<file path="src/rtl/uart_cmd_pkg.sv">
// Shared constants for the UART command decoder:
// FSM state encoding, error codes and default frame bytes.
package uart_cmd_pkg;

    localparam logic [2:0] ST_IDLE  = 3'd0;
    localparam logic [2:0] ST_CMD   = 3'd1;
    localparam logic [2:0] ST_ADDR  = 3'd2;
    localparam logic [2:0] ST_LEN   = 3'd3;
    localparam logic [2:0] ST_DATA  = 3'd4;
    localparam logic [2:0] ST_ISSUE = 3'd5;

    localparam logic [2:0] ERR_NONE     = 3'd0;
    localparam logic [2:0] ERR_BAD_CMD  = 3'd1;
    localparam logic [2:0] ERR_BAD_LEN  = 3'd2;
    localparam logic [2:0] ERR_FIFO_OVF = 3'd3;
    localparam logic [2:0] ERR_TIMEOUT  = 3'd4;
    localparam logic [2:0] ERR_OVERRUN  = 3'd5;

    localparam logic [7:0] DEF_SOF    = 8'h55;
    localparam logic [7:0] DEF_CMD_WR = 8'hAA;
    localparam logic [7:0] DEF_CMD_RD = 8'hA5;

    localparam int LEN_W = 8;

    // States in which the inter-byte gap is being policed
    function automatic logic in_frame(input logic [2:0] st);
        return (st == ST_CMD) || (st == ST_ADDR) ||
               (st == ST_LEN) || (st == ST_DATA);
    endfunction

endpackage

</file>
<file path="src/rtl/uart_cmd_decoder_gap_timer.sv">
// Inter-byte gap timer: counts idle cycles while run is high,
// restarts on clr, flags expiry on the TIMEOUT_CYC-th idle cycle.
module gap_timer #(
    parameter int TIMEOUT_CYC = 50000
) (
    input  logic clk,
    input  logic rst,
    input  logic run,
    input  logic clr,
    output logic expired
);

    localparam int CW = $clog2(TIMEOUT_CYC + 1);
    localparam logic [CW-1:0] LAST = CW'(TIMEOUT_CYC - 1);

    logic [CW-1:0] cnt;

    // Idle-cycle counter; saturates at LAST so it can never wrap
    always_ff @(posedge clk or posedge rst) begin
        if (rst) begin
            cnt <= '0;
        end else if (!run || clr) begin
            cnt <= '0;
        end else if (cnt != LAST) begin
            cnt <= cnt + 1'b1;
        end
    end

    // A strobe in the expiry cycle masks the expiry
    assign expired = run && !clr && (cnt == LAST);

endmodule

</file>
<file path="src/rtl/uart_cmd_decoder.sv">
// UART command decoder: parses SOF/CMD/ADDR/LEN/payload frames,
// feeds the write FIFO and issues SDRAM read/write triggers.
module uart_cmd_decoder
    import uart_cmd_pkg::*;
#(
    parameter int         ADDR_BYTES  = 3,
    parameter int         MAX_LEN     = 16,
    parameter logic [7:0] SOF_BYTE    = DEF_SOF,
    parameter logic [7:0] CMD_WR      = DEF_CMD_WR,
    parameter logic [7:0] CMD_RD      = DEF_CMD_RD,
    parameter int         TIMEOUT_CYC = 50000,
    localparam int        ADDR_W      = 8 * ADDR_BYTES
) (
    input  logic              clk,
    input  logic              rst,
    input  logic [7:0]        rx_data,
    input  logic              flag_rx_end,
    input  logic              wfifo_full,
    input  logic              cmd_busy,
    output logic              wfifo_wr_en,
    output logic [7:0]        wfifo_wr_data,
    output logic              wfifo_clr,
    output logic              wr_trig,
    output logic              rd_trig,
    output logic [ADDR_W-1:0] cmd_addr,
    output logic [LEN_W-1:0]  cmd_len,
    output logic              err_valid,
    output logic [2:0]        err_code
);

    localparam int CNT_MAX = (MAX_LEN > ADDR_BYTES) ? MAX_LEN : ADDR_BYTES;
    localparam int CNT_W   = $clog2(CNT_MAX + 1);
    localparam logic [CNT_W-1:0] ADDR_LAST = CNT_W'(ADDR_BYTES - 1);
    localparam logic [LEN_W-1:0] LEN_MAX   = LEN_W'(MAX_LEN);

    logic [2:0]        state;
    logic              is_wr;
    logic [ADDR_W-1:0] addr_sr;
    logic [LEN_W-1:0]  len_r;
    logic [CNT_W-1:0]  idx;
    logic              expired;
    logic              run;

    assign run = in_frame(state);

    gap_timer #(
        .TIMEOUT_CYC(TIMEOUT_CYC)
    ) u_gap (
        .clk    (clk),
        .rst    (rst),
        .run    (run),
        .clr    (flag_rx_end),
        .expired(expired)
    );

    // Frame FSM with registered outputs; pulse outputs default low
    always_ff @(posedge clk or posedge rst) begin
        if (rst) begin
            state         <= ST_IDLE;
            is_wr         <= 1'b0;
            addr_sr       <= '0;
            len_r         <= '0;
            idx           <= '0;
            wfifo_wr_en   <= 1'b0;
            wfifo_wr_data <= '0;
            wfifo_clr     <= 1'b0;
            wr_trig       <= 1'b0;
            rd_trig       <= 1'b0;
            cmd_addr      <= '0;
            cmd_len       <= '0;
            err_valid     <= 1'b0;
            err_code      <= ERR_NONE;
        end else begin
            wfifo_wr_en <= 1'b0;
            wfifo_clr   <= 1'b0;
            wr_trig     <= 1'b0;
            rd_trig     <= 1'b0;
            err_valid   <= 1'b0;

            if (run && !flag_rx_end && expired) begin
                err_valid <= 1'b1;
                err_code  <= ERR_TIMEOUT;
                wfifo_clr <= (state == ST_DATA);
                state     <= ST_IDLE;
            end else begin
                case (state)
                    ST_IDLE: begin
                        if (flag_rx_end && rx_data == SOF_BYTE) begin
                            idx   <= '0;
                            state <= ST_CMD;
                        end
                    end
                    ST_CMD: begin
                        if (flag_rx_end) begin
                            if (rx_data == CMD_WR) begin
                                is_wr <= 1'b1;
                                state <= ST_ADDR;
                            end else if (rx_data == CMD_RD) begin
                                is_wr <= 1'b0;
                                state <= ST_ADDR;
                            end else begin
                                err_valid <= 1'b1;
                                err_code  <= ERR_BAD_CMD;
                                state     <= ST_IDLE;
                            end
                        end
                    end
                    ST_ADDR: begin
                        if (flag_rx_end) begin
                            addr_sr <= (addr_sr << 8) | ADDR_W'(rx_data);
                            if (idx == ADDR_LAST) begin
                                idx   <= '0;
                                state <= ST_LEN;
                            end else begin
                                idx <= idx + 1'b1;
                            end
                        end
                    end
                    ST_LEN: begin
                        if (flag_rx_end) begin
                            if (rx_data == '0 || rx_data > LEN_MAX) begin
                                err_valid <= 1'b1;
                                err_code  <= ERR_BAD_LEN;
                                state     <= ST_IDLE;
                            end else begin
                                len_r <= rx_data;
                                idx   <= '0;
                                state <= is_wr ? ST_DATA : ST_ISSUE;
                            end
                        end
                    end
                    ST_DATA: begin
                        if (flag_rx_end) begin
                            if (wfifo_full) begin
                                err_valid <= 1'b1;
                                err_code  <= ERR_FIFO_OVF;
                                wfifo_clr <= 1'b1;
                                state     <= ST_IDLE;
                            end else begin
                                wfifo_wr_en   <= 1'b1;
                                wfifo_wr_data <= rx_data;
                                if (LEN_W'(idx) == len_r - 8'd1) begin
                                    state <= ST_ISSUE;
                                end else begin
                                    idx <= idx + 1'b1;
                                end
                            end
                        end
                    end
                    ST_ISSUE: begin
                        // A byte here has nowhere to go; report it but keep the request
                        if (flag_rx_end) begin
                            err_valid <= 1'b1;
                            err_code  <= ERR_OVERRUN;
                        end
                        if (!cmd_busy) begin
                            wr_trig  <= is_wr;
                            rd_trig  <= !is_wr;
                            cmd_addr <= addr_sr;
                            cmd_len  <= len_r;
                            state    <= ST_IDLE;
                        end
                    end
                    default: begin
                        state <= ST_IDLE;
                    end
                endcase
            end
        end
    end

endmodule

</file>
<file path="config.mk">
export PLATFORM = sky130hd
export DESIGN_NAME = uart_cmd_decoder
export DESIGN_NICKNAME = d
export VERILOG_FILES = /design/src/rtl/uart_cmd_pkg.sv /design/src/rtl/uart_cmd_decoder_gap_timer.sv /design/src/rtl/uart_cmd_decoder.sv
export SDC_FILE = /design/constraint.sdc
export NUM_CORES = 1
export LEC_CHECK = 0
export ABC_AREA = 1
export BUFFER_PORTS_ARGS = -buffer_cell sky130_fd_sc_hd__buf_2
export CORE_MARGIN = 4
export CORE_UTILIZATION = 54
export CTS_BUF_LIST = sky130_fd_sc_hd__clkbuf_4
export DETAILED_ROUTE_END_ITERATION = 6
export PLACE_DENSITY = 0.78
export SLEW_MARGIN = 20
export SYNTH_ARGS = -nofsm -noshare
export SYNTH_HDL_FRONTEND = slang
export SYNTH_SLANG_ARGS = --single-unit
</file>
<file path="constraint.sdc">
create_clock -name clk -period 2.9 [get_ports clk]
set_input_delay 0.145 -clock clk [delete_from_list [all_inputs] [get_ports clk]]
set_output_delay 0.145 -clock clk [all_outputs]
set_load 0.03 [all_outputs]
</file>
==> run_results.csv, run 1 <==
group,metric,value,unit
clock_tree,cts_buffers,9,
pwr,p_sw,1.91,mW
synth,synth_cell_types,40,
run,maxCapViolCount,0,
sta,max_freq,0.502,GHz
clock_tree,cts_root_buf,"clkbuf_4",
pwr,power.leakage,2.89,nW
clock_tree,numClockSinks,105,
placement,routabilityCongestion,0.917,
placement,place_area,5380,µm²
drt,firstDrtPassIters,5,
placement,dp.cells,736,
global_route,grt_max_degree,69,
critical_path,cp-end-kind,"flip-flop",
drt,finalWirelength,10.7,mm
critical_path,crit_fanout,41,
floorplanning,ios,61,
synth,syn_avg_cell_area,8.60,µm²
critical_path,worstPathArrival,2.36,ns
status,run_status,"completed",
floorplanning,initial_utilization,56.2,%
sta,finalSetupTns,0,ns
pwr,pwr-share-seq,45.5,%
global_route,grt_pass1_wl,18.6,mm
sta,grt_setup_unrepaired,"false",
synth,yosys-top-cells-count,"nand2_1, dfrtp_1, inv_1",
drt,drt-initial-drc-count,213,
critical_path,max_stage_delay,0.45,ns
pwr,internal-power,2.65,mW
critical_path,crit_required,3.27,ns
hold_path,worstHoldPathType,"in -> reg",
clock_tree,cts_setup_buffers,0,
sta,period_needed,1.99,ns
layout,layoutNonFillerInstCount,764,
synth,async_flop_share,100,%
sta,finalCritPeriodShare,68.6,%
pwr,irDropWorstVdd,0.431,mV
drt,vias_per_cell,5.33,
layout,area.growth.synth_to_final,13.8,%
pwr,combPwrFrac,37.1,%
synth,synth_flop_cell,"dfrtp_1",
drt,drc,0,
placement,hpwl,7.86,mm
clock_tree,clock_path_buffers,2,
critical_path,critical-path-top-delay-family,"simple AND/OR/NAND/NOR gates",
pwr,p_per_area,807,nW/µm²
clock_tree,cts_tree,"built",
layout,drive_gt1_share,18.8,%
critical_path,critPathKind,"reg -> reg",
floorplanning,dieArea,10800,µm²
synth,synth_nets,595,
critical_path,crit_chain,"inv_2 > nand2_1 > nor2_2 > nand2_2 > buf_4 > o21ai_0",
critical_path,cp_slowest_cell,"dfrtp_1",
critical_path,start_kind,"flip-flop",
layout,n_antenna_cell,0,
clock_tree,clock_latency,0.46,ns
floorplanning,fp.coreArea,8850,µm²
sta,finalHoldViolCount,0,
sta,fin_skew,0.0207,ns
floorplanning,placementRows,34,
global_route,grt-ovfl-total,0,
sta,finalSetupViolCount,0,
layout,nNetsFinal,668,
global_route,grt_pass1_vias,3935,
synth,synth_top_cell_by_area,"dfrtp_1",
drt,num_vias,4072,
pwr,switching_share,41.9,%
sta,drv_slew,0,
sta,worst_slew_pin_slew,0.819,ns
synth,synth_edf_count,0,
layout,final_cell_area,5660,µm²
global_route,grtUsageTotal,20.8,%
synth,synth_top_area_share,52.8,%
drt,ant_nets,0,
clock_tree,htreeDepth,3,
critical_path,path_buf_inv,2,
synth,synth.most_common_cell,"nand2_1",
synth,yosysWarnings,0,
clock_tree,clkTransAtPathRegs,0.16,ns
placement,io_buffers,60,
synth,syn_inst,578,
pwr,pwr-share-clk,17.4,%
global_route,antenna_found_initial,0,
pwr,total_power,4.56,mW
floorplanning,die_w,104,µm
synth,synthTopCellsByArea,"dfrtp_1, nand2_1, o21ai_0, inv_1, nand3_1",
sta,relSlewSlack,45.3,%
synth,ys_ff_latch,105,
synth,netlist_area,4970,µm²
drt,routedWlPerCell,13.9,µm
floorplanning,die_h,104,µm
synth,synth_seq_area_share,52.8,%
[timing repair]
action | 4_1_cts | 5_1_grt
gates resized for setup | 0 | 0
endpoints found under the hold margin | 55 | 0
endpoints found under the setup margin | 0 | 0
hold buffers | 12 | 0
[cells in the final DEF (no fill, tap or decap), types with 3 or more instances in the layout]
cell type	synthesis	layout
buf_2	6	60
nor2_4	3	3
inv_1	64	63
nand2_4	4	4
dfrtp_1	105	105
dlygate4sd3_1	0	12
nor3_1	5	5
ha_1	4	4
nand4_1	9	9
mux2_1	7	7
nor2_1	38	38
clkbuf_4	0	9
nor2_2	9	9
o21ai_0	50	50
inv_2	8	8
xor2_1	3	3
a21oi_1	16	16
o21ai_1	26	26
nand2_1	143	143
xnor2_1	3	3
nor3_2	4	4
nand2_2	5	5
nand3_1	40	40
[stage by stage]
stage	setup slack, ns	util (%)	hold WS [ns]
after detailed placement	0.935	60.8	0.346
after floorplan	1.20	-	0.255
after global routing	0.715	63.9	0.222
final	0.910	63.9	0.231
after CTS	0.905	63.9	0.202
after global placement	1.02	60.8	0.330
[cells by family (layout without fill, tap and decap cells)]
family	count (synthesis)	count (layout)	synth area share [%]
AND/OR/NAND/NOR	267	267	25.3
flip-flops	105	105	52.8
AO/OA/AOI/OAI	102	102	11.2
buffers and inverters	87	165	6.95
multiplexers	7	7	1.59
XOR/XNOR	6	6	1.06
adder cells (fa/ha/maj)	4	4	1.01
[worst register-to-register path, stage by stage, from the launching register on]
cell     delay, ns
dfrtp_1       0.45
inv_2         0.16
nand2_1       0.10
nor2_2        0.18
nand2_2       0.44
buf_4         0.38
o21ai_0       0.19
[power groups by stage]
stage	combinational [mW]	clock, mW	sequential, mW
floorplan	0.987	0	2.35
global placement	1.63	0	2.09
detailed placement	1.68	0	2.11
CTS	1.70	0.818	2.08
global route	1.88	0.883	2.13
finish	1.69	0.796	2.08
[worst paths after layout]
kind                       startpoint      endpoint  slack, ns  cells past startpoint
min in group asynchronous         rst    addr_sr[8]       0.35                      3
max in group asynchronous         rst  cmd_addr[15]       1.75                      4
min                          cmd_busy      state[1]       0.23                      6
min reg2reg                     is_wr       rd_trig       0.44                      1
max                          state[1]   cmd_addr[0]       0.91                      6
max reg2reg                  state[1]   cmd_addr[0]       0.91                      6
[routing by layer]
layer  wire, µm  vias to the layer above  GRT usage [%]
li1           -                     2008              -
met1       4890                     1895           28.9
met2       4870                      144           33.0
met3        609                       25           2.98
met4        288                        0           8.74
met5          0                        -              0
[layout make-up]
class	instances	area, µm²
clock buffer	9	67.6
clock inverter	7	88.8
fill	766	3190
inverter	74	284
multi-input combinational	386	2000
sequential	105	2630
tap	108	135
timing repair buffer	75	455
[registers in the layout, summed over array words and instances (netlist names), 5 cells and up]
signal         cells
addr_sr           24
u_gap.cnt         16
idx                5
cmd_addr          24
len_r              8
wfifo_wr_data      8
cmd_len            8
Power figures use the tool's default switching activity.
==> run 2, diff against run 1 <==
--- a/config.mk
+++ b/config.mk
@@ -5,7 +5,7 @@
 export SDC_FILE = /design/constraint.sdc
 export NUM_CORES = 1
 export LEC_CHECK = 0
-export ABC_AREA = 1
+export ABC_AREA = 0
 export BUFFER_PORTS_ARGS = -buffer_cell sky130_fd_sc_hd__buf_2
 export CORE_MARGIN = 4
 export CORE_UTILIZATION = 54
==> constraint.sdc (replaced) <==
create_clock -name clk -period 1.7 [get_ports clk]
set_input_delay 0.085 -clock clk [delete_from_list [all_inputs] [get_ports clk]]
set_output_delay 0.085 -clock clk [all_outputs]
set_load 0.03 [all_outputs]
==> run 2 against run 1 <==
Effect of this change: the flow now finishes with violations (setup timing); routed wire length increased by 40%; clock power increased by 60%; final area increased by 19%; critical endpoint is now idx[4]; worst hold slack got worse by 0.20 ns; synthesized cell count decreased by 36%; sequential share of layout area decreased by 7.3 points; largest power group unchanged; global-route usage increased by 6.4 points; critical path depth increased by 1; clock skew increased by 0.024 ns; area after synthesis decreased by 6.2%; count of clock-buffer cells in the layout increased by 1; register-to-register slack got worse by 1.4 ns.
==> run_results.csv, run 2 <==
group,metric,value,unit
status,run_status,"finished with violations",
status,violations,"setup timing",
drt,num_vias,3962,
critical_path,cp-end-kind,"flip-flop",
global_route,antenna_found_initial,0,
pwr,combPwrFrac,14.6,%
pwr,p_sw,1.35,mW
clock_tree,cts_root_buf,"clkbuf_4",
drt,vias_per_cell,6.14,
sta,finalSetupViolCount,56,
critical_path,startpoint,"state[1]",
sta,fin_skew,0.0451,ns
sta,period_needed,2.23,ns
sta,finalHoldViolCount,0,
synth,async_flop_share,100,%
critical_path,worstPathArrival,2.58,ns
clock_tree,clock_latency,0.48,ns
hold_path,hp-start,"rx_data[7]",
sta,fin_ws,-0.533,ns
pwr,pwr-share-seq,57.6,%
synth,yosys-top-cells-count,"dfrtp_1, mux2_2, nor2_1",
sta,worst_slew_pin_slew,0.732,ns
critical_path,critical-path-top-delay-family,"compound AO/OA/AOI/OAI gates",
sta,relSlewSlack,49.8,%
synth,syn_inst,371,
global_route,grt-ovfl-total,0,
run,maxCapViolCount,0,
drt,drt-initial-drc-count,365,
hold_path,holdPathStages,3,
layout,drive_gt1_share,56.9,%
floorplanning,die_w,101,µm
critical_path,start_kind,"flip-flop",
synth,synth.most_common_cell,"dfrtp_1",
global_route,grt_pass1_vias,3939,
drt,routedWlPerCell,23.2,µm
placement,io_buffers,60,
drt,finalWirelength,14.9,mm
floorplanning,ios,61,
synth,synth_cell_types,55,
synth,syn_avg_cell_area,12.6,µm²
sta,finalCritPeriodShare,131,%
floorplanning,initial_utilization,56.2,%
floorplanning,dieArea,10200,µm²
pwr,irDropWorstVdd,0.503,mV
pwr,switching_share,29.6,%
layout,reg_top3,"addr_sr (24), cmd_addr (24), u_gap.cnt (16)",
hold_path,hold_path_end,"addr_sr[7]",
synth,synth_nets,388,
critical_path,path_buf_inv,1,
sta,holdWs,0.0276,ns
placement,routabilityCongestion,0.873,
critical_path,crit_fanout,6,
drt,drc,0,
sta,finalSetupTns,-6.40,ns
layout,layout_common_cells,"dfrtp_1, buf_4, buf_2, mux2_4, nor2_1",
critical_path,r2r_cells,7,
sta,max_freq,0.448,GHz
placement,preCtsSetupSlack,-0.412,ns
floorplanning,fp.coreArea,8300,µm²
floorplanning,placementRows,33,
synth,synthTopCellsByArea,"dfrtp_1, mux2_2, nor2_1, xor2_1, xnor2_1",
clock_tree,clock_path_buffers,2,
placement,hpwl,7.16,mm
clock_tree,numClockSinks,105,
clock_tree,cts_tree,"built",
pwr,power.leakage,3.36,nW
layout,area.growth.synth_to_final,44.4,%
critical_path,reg2reg_slack,-0.53,ns
synth,synth_seq_area_share,56.3,%
synth,netlist_area,4660,µm²
clock_tree,clkTransAtPathRegs,0.17,ns
synth,yosysWarnings,0,
critical_path,r2r-start,"state[1]",
critical_path,critPathKind,"reg -> reg",
drt,firstDrtPassIters,5,
global_route,grtUsageTotal,27.2,%
layout,n_antenna_cell,0,
pwr,p_per_area,676,nW/µm²
synth,synth_flop_cell,"dfrtp_1",
synth,synth_top_area_share,56.3,%
critical_path,max_stage_delay,0.48,ns
layout,filler_cell_count,407,
clock_tree,cts_buffers,9,
hold_path,worstHoldPathType,"in -> reg",
critical_path,crit_chain,"buf_4 > nor3_4 > nand4_1 > a221oi_2 > o21ai_4 > o21ai_2 > o31ai_4",
layout,nNetsFinal,552,
pwr,pwr-share-clk,27.8,%
pwr,internal-power,3.20,mW
layout,final_util,81.1,%
layout,regArea,2630,µm²
critical_path,r2r-end,"idx[4]",
critical_path,crit_required,2.05,ns
global_route,grt_max_degree,106,
synth,synth_edf_count,0,
layout,multi_input_area,2450,µm²
clock_tree,htreeDepth,3,
layout,layout_commonest_cell,"dfrtp_1",
critical_path,cp_slowest_cell,"dfrtp_2",
global_route,grt_pass1_wl,21.2,mm
sta,grt_setup_unrepaired,"true",
drt,ant_nets,0,
sta,drv_slew,0,
synth,ys_ff_latch,105,
floorplanning,die_h,101,µm
synth,synth_top_cell_by_area,"dfrtp_1",
==> run 2: cells by family after synthesis <==
| kind of cell | count (synthesis) | share of synthesized area, % |
|---|---|---|
| adders and majority gates | 4 | 1.07 |
| DFF | 105 | 56.3 |
| xor gates and xnor gates | 19 | 3.94 |
| AOI/OAI and AO/OA | 38 | 5.34 |
| buffers and inverters | 19 | 1.91 |
| and+or+nand+nor | 111 | 13.3 |
| muxes | 75 | 18.1 |
==> run 2: layout make-up <==
type | count | share of cell area [%]
clock buffer | 10 | 1.11
clock inverter | 6 | 0.929
inverter | 7 | 0.446
multi-input combinational | 247 | 36.3
sequential | 105 | 39.1
tap | 105 | 1.95
timing repair buffer | 165 | 20.1
==> run 2: worst reg2reg max path: cells and delay by family, from the launching register on <==
| family | cells | cell delay [ns] |
|---|---|---|
| buffers and inverters | 1 | 0.16 |
| AND/OR/NAND/NOR | 2 | 0.52 |
| AO/OA/AOI/OAI | 4 | 0.97 |
| flip-flops | 1 | 0.48 |
==> run 2: per-stage QoR <==
step,cells,instance area (µm²),total power [mW]
floorplan,371,4700,2.90
global placement,586,5580,3.09
detailed placement,586,5580,3.11
CTS,629,6470,4.40
global route,645,6730,4.71
finish,645,6730,4.55
==> run 2: metal layers <==
metal | global-route usage, % | routed length, µm | vias up
met5 | 0 | 0 | -
met4 | 10.5 | 707 | 0
met3 | 4.84 | 1250 | 71
met2 | 43.2 | 7080 | 236
met1 | 37.4 | 5900 | 1998
li1 | - | - | 1657
==> run 2: how the worst max path moves through the flow <==
| stage | cells past startpoint | to | slack [ns] |
|---|---|---|---|
| after floorplan | 6 | idx[3] | -0.20 |
| after global placement | 7 | idx[4] | -0.27 |
| after detailed placement | 7 | idx[3] | -0.41 |
| after CTS | 6 | idx[4] | -0.28 |
| after global routing | 7 | idx[4] | -0.59 |
| final | 7 | idx[4] | -0.53 |
==> run 2: timing repair <==
action,CTS,global route
setup endpoints to repair,93,88
hold buffers,8,1
resized for setup,100,49
endpoints found under the hold margin,113,1
pin swaps,12,27
setup buffers,12,20
cloned,7,0
==> run 2: power groups by stage <==
stage          clock network (mW)  logic, mW  registers [mW]
4_1_cts                      1.25      0.556            2.60
5_1_grt                      1.39      0.695            2.63
6_report                     1.27      0.662            2.62
3_5_place_dp                    0      0.471            2.64
2_1_floorplan                   0      0.262            2.64
3_3_place_gp                    0      0.455            2.63
==> run 3, diff against run 2 <==
--- a/config.mk
+++ b/config.mk
@@ -12,6 +12,7 @@
 export CTS_BUF_LIST = sky130_fd_sc_hd__clkbuf_4
 export DETAILED_ROUTE_END_ITERATION = 6
 export PLACE_DENSITY = 0.78
+export SKIP_CTS_REPAIR_TIMING = 1
 export SLEW_MARGIN = 20
 export SYNTH_ARGS = -nofsm -noshare
 export SYNTH_HDL_FRONTEND = slang
==> run 3 against run 2 <==
Effect of this change: highest routed layer unchanged; power shrank 0.37%; the run still ends with setup timing left; critical path type unchanged; critical path depth grew 1; clock skew shrank 0.029 ns; sequential share of layout area grew 0.86 points; maximum frequency grew 2.7%.
==> run_results.csv, run 3 (same netlist as run 2, synthesis figures left out) <==
group,metric,value,unit
drt,vias_per_cell,5.78,
drt,drc,0,
clock_tree,cts_buffers,9,
floorplanning,ios,61,
drt,num_vias,3646,
critical_path,crit_top_cell,"buf_4",
layout,drive_gt1_share,56.2,%
clock_tree,cts_tree,"built",
status,violations,"setup timing",
critical_path,max_stage_delay,0.42,ns
sta,finalSetupViolCount,85,
sta,drv_slew,0,
layout,layout_common_cells,"dfrtp_1, buf_2, mux2_4, buf_4, nor2_1",
global_route,top_usage_layer,"met2",
pwr,p_per_area,688,nW/µm²
layout,layout_commonest_cell,"dfrtp_1",
drt,firstDrtPassIters,4,
global_route,grt_max_degree,106,
critical_path,startpoint,"len_r[2]",
global_route,grtUsageTotal,20.2,%
floorplanning,fp.coreArea,8300,µm²
clock_tree,clock_latency,0.46,ns
placement,routabilityCongestion,0.873,
drt,finalWirelength,12.8,mm
placement,io_buffers,60,
placement,dp.cells,586,
clock_tree,clock_path_buffers,2,
clock_tree,clkTransAtPathRegs,0.17,ns
hold_path,hp-start,"rx_data[5]",
critical_path,crit_chain,"buf_4 > buf_4 > nor3b_1 > xnor2_1 > nand4_1 > nor2_2 > or3b_4 > o31ai_2",
sta,fin_skew,0.0166,ns
sta,period_needed,2.17,ns
hold_path,worstHoldPathType,"in -> reg",
global_route,grtUsageMet1,27.4,%
drt,ant_nets,0,
layout,area.growth.synth_to_final,41.3,%
critical_path,critical-path-top-delay-family,"simple AND/OR/NAND/NOR gates",
clock_tree,cts_root_buf,"clkbuf_4",
floorplanning,initial_utilization,56.2,%
drt,routedWlPerCell,20.3,µm
layout,layoutNonFillerInstCount,631,
sta,worst_slew_pin_slew,0.710,ns
global_route,grt_pass1_wl,16.3,mm
critical_path,r2r-start,"len_r[2]",
drt,drt-initial-drc-count,206,
floorplanning,placementRows,33,
sta,finalHoldViolCount,0,
pwr,irDropWorstVdd,0.655,mV
status,run_status,"finished with violations",
global_route,grt_pass1_vias,3404,
global_route,met3_usage,4.57,%
sta,finalCritPeriodShare,128,%
critical_path,crit_fanout,4,
placement,hpwl,7.16,mm
critical_path,path_buf_inv,2,
layout,nNetsFinal,537,
layout,reg_top3,"addr_sr (24), cmd_addr (24), u_gap.cnt (16)",
clock_tree,numClockSinks,105,
run,maxCapViolCount,0,
floorplanning,die_w,101,µm
critical_path,critPathKind,"reg -> reg",
critical_path,crit_required,2.07,ns
global_route,grt-ovfl-total,0,
critical_path,worstPathArrival,2.54,ns
sta,max_freq,0.460,GHz
global_route,antenna_found_initial,0,
floorplanning,dieArea,10200,µm²
sta,finalSetupTns,-9.03,ns
sta,fin_ws,-0.474,ns
global_route,grt_use_met2,32.1,%
critical_path,start_kind,"flip-flop",
sta,grt_setup_unrepaired,"true",
critical_path,cp_slowest_cell,"or3b_4",
clock_tree,htreeDepth,3,
floorplanning,die_h,101,µm
critical_path,cp-end-kind,"flip-flop",
sta,relSlewSlack,51.3,%
pwr,power.leakage,3.25,nW
==> run 3: routing by layer <==
metal,wire length (µm),vias up
li1,-,1626
met1,5570,1855
met2,6110,130
met3,803,35
met4,303,0
met5,0,-
==> run 3: worst paths after layout <==
path | slack (ns) | end | cells past startpoint
worst min-delay path | 0.03 | addr_sr[5] | 3
worst max-delay path | -0.47 | idx[3] | 8
min in group asynchronous | 0.29 | cmd_addr[21] | 4
worst min register to register | 0.53 | cmd_addr[2] | 1
max in group asynchronous | 0.92 | state[1] | 4
worst max register to register | -0.47 | idx[3] | 8
==> run 3: area by class of cell <==
type,count,area [µm²]
tap,105,131
sequential,105,2630
clock inverter,6,62.6
timing repair buffer,150,1220
fill,435,1710
multi-input combinational,247,2430
inverter,7,30.0
clock buffer,10,75.1
antenna,1,2.50
==> run 3: worst reg2reg max path: cells and delay by family, from the launching register on <==
family | cells | cell delay (ns)
xor+xnor | 1 | 0.18
compound gates | 1 | 0.21
simple gates | 4 | 1.00
buf+inv | 2 | 0.28
flops | 1 | 0.41
==> run 3: metrics by stage <==
stage | setup slack [ns] | utilization (%) | hold slack [ns] | cell area (µm²) | power (mW)
after global placement | -0.267 | 67.2 | 0.284 | 5580 | 3.09
final | -0.474 | 79.4 | 0.0273 | 6590 | 4.54
after detailed placement | -0.412 | 67.2 | 0.287 | 5580 | 3.11
after global routing | -0.583 | 79.4 | 0.0103 | 6590 | 4.72
after CTS | -0.444 | 68.9 | -0.233 | 5720 | 4.32
after floorplan | -0.195 | - | 0.156 | 4700 | 2.90
==> run 3: power by group <==
part / internal (mW) / total (mW) / switching (mW)
combinational: 0.332 / 0.691 / 0.359
clock: 0.355 / 1.23 / 0.880
sequential: 2.55 / 2.61 / 0.0634
total: 3.23 / 4.54 / 1.30
